===== config.mk =====
export PLATFORM = sky130hd
export DESIGN_NAME = fetch_stage
export DESIGN_NICKNAME = d
export VERILOG_FILES = /design/src/rtl/fetch_stage_pkg.sv /design/src/rtl/fetch_stage_if_id_reg.sv /design/src/rtl/fetch_stage.sv
export SDC_FILE = /design/constraint.sdc
export NUM_CORES = 1
export LEC_CHECK = 0
export ABC_AREA = 1
export CORE_MARGIN = 5
export CORE_UTILIZATION = 46
export DETAILED_ROUTE_END_ITERATION = 12
export GPL_TIMING_DRIVEN = 0
export PLACE_DENSITY = 0.88
export SETUP_SLACK_MARGIN = 0.15
export SYNTH_ARGS = -nofsm -noshare
export SYNTH_HDL_FRONTEND = slang
export SYNTH_SLANG_ARGS = --single-unit

===== constraint.sdc =====
create_clock -name clk -period 2.05 [get_ports clk]
set_input_delay 0.205 -clock clk [delete_from_list [all_inputs] [get_ports clk]]
set_output_delay 0.205 -clock clk [all_outputs]
set_load 0.05 [all_outputs]

===== src/rtl/fetch_stage_pkg.sv =====
// Shared pipeline definitions for the fetch stage: datapath width, NOP word,
// fetch FSM states and the IF/ID pipeline bundle.
package fetch_stage_pkg;

  localparam int unsigned XLEN = 32;
  localparam logic [31:0] NOP = 32'h0000_0000;

  typedef enum logic {
    BOOT = 1'b0,
    RUN  = 1'b1
  } fetch_state_t;

  typedef struct packed {
    logic [31:0]     instr;
    logic [XLEN-1:0] pc_plus4;
    logic            valid;
  } ifid_t;

  localparam ifid_t IFID_BUBBLE = '{instr: NOP, pc_plus4: '0, valid: 1'b0};

endpackage


===== src/rtl/fetch_stage_if_id_reg.sv =====
// IF/ID pipeline register: synchronous reset, clear-to-bubble, load enable.
module if_id_reg
  import fetch_stage_pkg::*;
(
  input  logic  clk,
  input  logic  rst_n,
  input  logic  en,
  input  logic  clr,
  input  ifid_t d,
  output ifid_t q
);

  always_ff @(posedge clk) begin
    if (!rst_n) begin
      q <= IFID_BUBBLE;
    end else if (clr) begin
      q <= IFID_BUBBLE;
    end else if (en) begin
      q <= d;
    end
  end

endmodule


===== src/rtl/fetch_stage.sv =====
// Instruction-fetch stage: PC register, imem request, IF/ID register and a
// saturating count of bubbles caused by instruction-memory waits.
module fetch_stage
  import fetch_stage_pkg::*;
#(
  parameter int unsigned     XLEN     = fetch_stage_pkg::XLEN,
  parameter logic [XLEN-1:0] RESET_PC = '0,
  parameter int unsigned     CNT_W    = 16
) (
  input  logic             clk,
  input  logic             rst_n,
  input  logic             stallF,
  input  logic             stallD,
  input  logic             pcsrcD,
  input  logic [XLEN-1:0]  pc_branchD,
  output logic [XLEN-1:0]  imem_addr,
  input  logic [31:0]      imem_rdata,
  input  logic             imem_ready,
  output logic [31:0]      instrD,
  output logic [XLEN-1:0]  pc_plus4D,
  output logic             validD,
  output logic             misalign_err,
  output logic [CNT_W-1:0] wait_cnt
);

  fetch_state_t    state, stateNext;
  logic [XLEN-1:0] pcF, pcNext;
  logic            ifidEn, ifidClr, cntInc, misSet;
  ifid_t           ifidD, ifidQ;

  always_ff @(posedge clk) begin
    if (!rst_n) begin
      state        <= BOOT;
      pcF          <= RESET_PC;
      misalign_err <= 1'b0;
      wait_cnt     <= '0;
    end else begin
      state <= stateNext;
      pcF   <= pcNext;
      if (misSet) begin
        misalign_err <= 1'b1;
      end
      if (cntInc && (wait_cnt != '1)) begin
        wait_cnt <= wait_cnt + CNT_W'(1);
      end
    end
  end

  // PC and IF/ID priorities are independent chains; stallD only gates IF/ID.
  always_comb begin
    stateNext      = state;
    pcNext         = pcF;
    ifidEn         = 1'b0;
    ifidClr        = 1'b0;
    cntInc         = 1'b0;
    misSet         = 1'b0;
    ifidD.instr    = imem_rdata;
    ifidD.pc_plus4 = pcF + XLEN'(4);
    ifidD.valid    = 1'b1;
    unique case (state)
      BOOT: stateNext = RUN;
      RUN: begin
        if (!stallF) begin
          if (pcsrcD) begin
            pcNext = {pc_branchD[XLEN-1:2], 2'b00};
            misSet = |pc_branchD[1:0];
          end else if (imem_ready) begin
            pcNext = pcF + XLEN'(4);
          end
        end
        if (!stallD) begin
          if (pcsrcD || stallF) begin
            ifidClr = 1'b1;
          end else if (!imem_ready) begin
            ifidClr = 1'b1;
            cntInc  = 1'b1;
          end else begin
            ifidEn = 1'b1;
          end
        end
      end
      default: stateNext = BOOT;
    endcase
  end

  if_id_reg u_if_id_reg (
    .clk   (clk),
    .rst_n (rst_n),
    .en    (ifidEn),
    .clr   (ifidClr),
    .d     (ifidD),
    .q     (ifidQ)
  );

  assign imem_addr = pcF;
  assign instrD    = ifidQ.instr;
  assign pc_plus4D = ifidQ.pc_plus4;
  assign validD    = ifidQ.valid;

endmodule

==> out/summary.log <==
[setup_path] stage delay of the slowest cell on the critical path 860 ps
[power_and_ir_drop] Leak 0.00340 uW
[route] detail-routed net length per standard cell 15.0 um
[place] Final HPWL DP 12.9 mm
[clocking] clock transition time at the flip-flop clock pins of the worst setup and hold paths 70 ps
[sta] unrepaired setup endpoints after global routing false
[clocking] TritonCTS clock tree done
[layout] layout overhead on the synthesized area 42.5%
[synth] xor-xnor portion of the synthesized cell area 3.05%
[place] gp weighted congestion 0.926
[sta] fin worst setup slack 186 ps
[route] Pre-Repair DR Iteration Count 5
[place] count of buffers inserted at the top-level ports 179
[place] post-place setup slack -72.7 ps
[grt] antenna violations before repair 0
[power_and_ir_drop] worst-case vdd ir drop 0.000389 V
[sta] shortest period the worst path allows 1860 ps
[synth] number of distinct library cells after synthesis 36
[sta] final hold slack 431 ps
[sta] count of final hold-check violations 0
[route] vias after detailed routing 5876
[setup_path] startpoint-to-endpoint class of the critical path reg2out
[synth] post-synthesis cell count 798
[synth] flip-flop and latch count after synthesis 111
[clocking] clock latency reported for the late side of the worst-skew pair 360 ps
[synth] adder-cell share of the synthesized area 0.462%
[floorplan] number of top-level design ports 184
[layout] fraction of final layout cells with drive strength greater than 1 6.63%
[setup_path] required arrival time at the worst endpoint 1850 ps
[route] via count normalized by instance count 5.16
[grt] wire length of the first global-routing pass 27.7 mm
[clocking] root buf cell clkbuf_16
[setup_path] critical path capture point type output pin
[sta] Total Neg Setup Slack 0 ps
[setup_path] Largest delay share family, worst path buffers and inverters
[sta] remaining max-slew budget at the tightest pin 62.0%
[synth] fraction of the mapped netlist area in compound gates 16.6%
[synth] share of synthesized area occupied by flip-flops and latches 41.1%
[setup_path] Arrival @ worst endpoint 1660 ps
[power_and_ir_drop] Power Density 669 nW/um2
[setup_path] maximum net fanout on the critical path 5
[layout] Final Net Count 1063
[synth] Avg Synthesized Cell Area 6.78 um2
[route] wirelength, routed 17.0 mm
[setup_path] Critical Path Slowest Stage Cell clkdlybuf4s50_1
[setup_path] Setup crit start kind register
[clocking] count of clock tree sinks 111
[floorplan] die outline height 118 um
[grt] vias in the first global route 5672
[sta] max frequency 536 MHz
[power_and_ir_drop] overall power of the completed layout 5160 uW
[floorplan] die footprint 14000 um2
[flow_run] Max-cap violations 0
[setup_path] cell-by-cell trace of the critical path clkdlybuf4s50_1
[clocking] post-CTS setup-driven buffer insertion count 0
[status] run status complete, no violations
[grt] global route total overflow 0
[route] number of nets with antenna violations after routing 0
[grt] largest net degree at the start of global routing 17
[setup_path] combined buffer and inverter count along the critical path 1
[synth] yosys warns 0
[synth] multiplexer area fraction after synthesis 0%
[floorplan] core region area 11500 um2
[hold_path] class of the most critical hold timing path in2reg
[layout] commonest cells after routing, fill and taps aside nor2_1, clkdlybuf4s50_1, nand2_1, dfxtp_1, o21ai_0
[sta] total setup violations reported at the end of the flow 0
[sta] setup skew after layout 7.48 ps
[synth] basic-gate share of the synthesized area counting and, or, nand and nor cells 30.5%
[layout] total inserted antenna cells 0
[synth] total standard cell area after synthesis 5410 um2
[floorplan] Initial Utilization 47.2%
[sta] pins over their slew limit 0
[floorplan] horizontal die dimension 118 um
[floorplan] num rows 39
[grt] total global-route track usage 24.0%
[route] Iter 0 DRT Violations 589
[synth] dominant combinational cell family by area after synthesis simple AND/OR/NAND/NOR gates
[clocking] clk buf depth 2
[sta] final worst-path cycle share 90.9%
[layout] fraction of the core area covered by cells at the end of the flow 67.3%
[clocking] TritonCTS buffer count 9
[route] drt drc 0
[sta] actual transition at the worst max-transition pin 568 ps
[clocking] level count of the clock H-tree 3
==> final timing paths <==
| kind | end | startpoint | slack [ps] | depth (start not counted) |
|---|---|---|---|---|
| setup / recovery | imem_addr[10] | imem_addr[10]$_SDFFE_PN0P_ | 190 | 1 |
| hold / removal | u_if_id_reg.q[51]$_SDFFE_PP0P_ | imem_rdata[18] | 430 | 3 |
| setup reg to reg | wait_cnt[9]$_SDFFE_PN0P_ | wait_cnt[0]$_SDFFE_PN0P_ | 300 | 9 |
| hold reg to reg | misalign_err$_SDFFE_PN0P_ | misalign_err$_SDFFE_PN0P_ | 450 | 2 |
==> stage by stage <==
step,area (um2),std cells
3_3_place_gp,7390,1123
6_report,7710,1138
2_1_floorplan,5420,801
4_1_cts,7670,1138
5_1_grt,7710,1138
3_5_place_dp,7390,1123
==> flip-flops by register name (all words and copies together), names as in the netlist <==
name	cells
imem_addr	30
misalign_err	1
state	1
u_if_id_reg.q	63
wait_cnt	16
==> power by group <==
| group | switching (uW) | internal (uW) | total [uW] |
|---|---|---|---|
| Sequential | 95.4 | 2270 | 2360 |
| Combinational | 708 | 405 | 1110 |
| Clock | 803 | 884 | 1690 |
| Total | 1610 | 3550 | 5160 |
==> final cells by class <==
class                           instances  area (um2)
Buffer                                 39         195
Inverter                               68         255
Fill cell                             973        3750
Sequential cell                       111        2220
Multi-Input combinational cell        583        2760
Clock buffer                           12         256
Clock inverter                          3        18.8
Tap cell                              143         179
Timing Repair Buffer                  179        1820
==> metal layers <==
layer | global-route usage, % | routed length, um
met2 | 39.5 | 7930
met3 | 6.40 | 1400
met4 | 8.93 | 494
met5 | 0 | 0
met1 | 30.2 | 7220
==> cell families (layout without fill, tap and decap cells) <==
| group | Yosys count | after routing |
|---|---|---|
| AND/OR/NAND/NOR | 386 | 386 |
| XOR/XNOR | 18 | 18 |
| AO/OA/AOI/OAI | 173 | 173 |
| buffers and inverters | 107 | 301 |
| other | 1 | 4 |
| flip-flops | 111 | 111 |
| adder cells (fa/ha/maj) | 2 | 2 |
==> synthesized netlist by cell type <==
master,number,area share (%)
a21o_1,4,0.55
a21oi_1,69,6.4
a21oi_4,1,0.30
a31oi_1,2,0.23
buf_1,1,0.069
buf_2,12,1.1
buf_4,5,0.69
buf_6,2,0.42
clkbuf_1,19,1.3
clkinv_1,1,0.069
conb_1,1,0.069
dfxtp_1,111,41
ha_1,2,0.46
inv_1,62,4.3
inv_2,5,0.35
nand2_1,156,11
nand2_2,5,0.58
nand2_4,2,0.42
nand3_1,25,2.3
nand3_2,1,0.18
nand3b_1,6,0.83
nand4_1,3,0.35
nor2_1,167,12
nor2_2,8,0.92
nor2_4,4,0.83
nor2_8,2,0.74
nor3_1,6,0.55
nor3b_4,1,0.35
o211ai_1,1,0.14
o21ai_0,89,8.2
o21ai_1,5,0.46
o21bai_1,1,0.14
o22ai_1,1,0.12
xnor2_1,7,1.1
xor2_1,10,1.6
xor2_2,1,0.30
==> repair_timing <==
| item | in CTS | in global routing |
|---|---|---|
| endpoints found under the setup margin | 1 | 25 |
| hold endpoints to repair | 0 | 0 |
| pin swaps | 0 | 0 |
| hold buffers | 0 | 0 |
| resized for setup | 1 | 17 |
| cloned | 0 | 0 |
No activity file was read; power rests on OpenSTA's default activity.
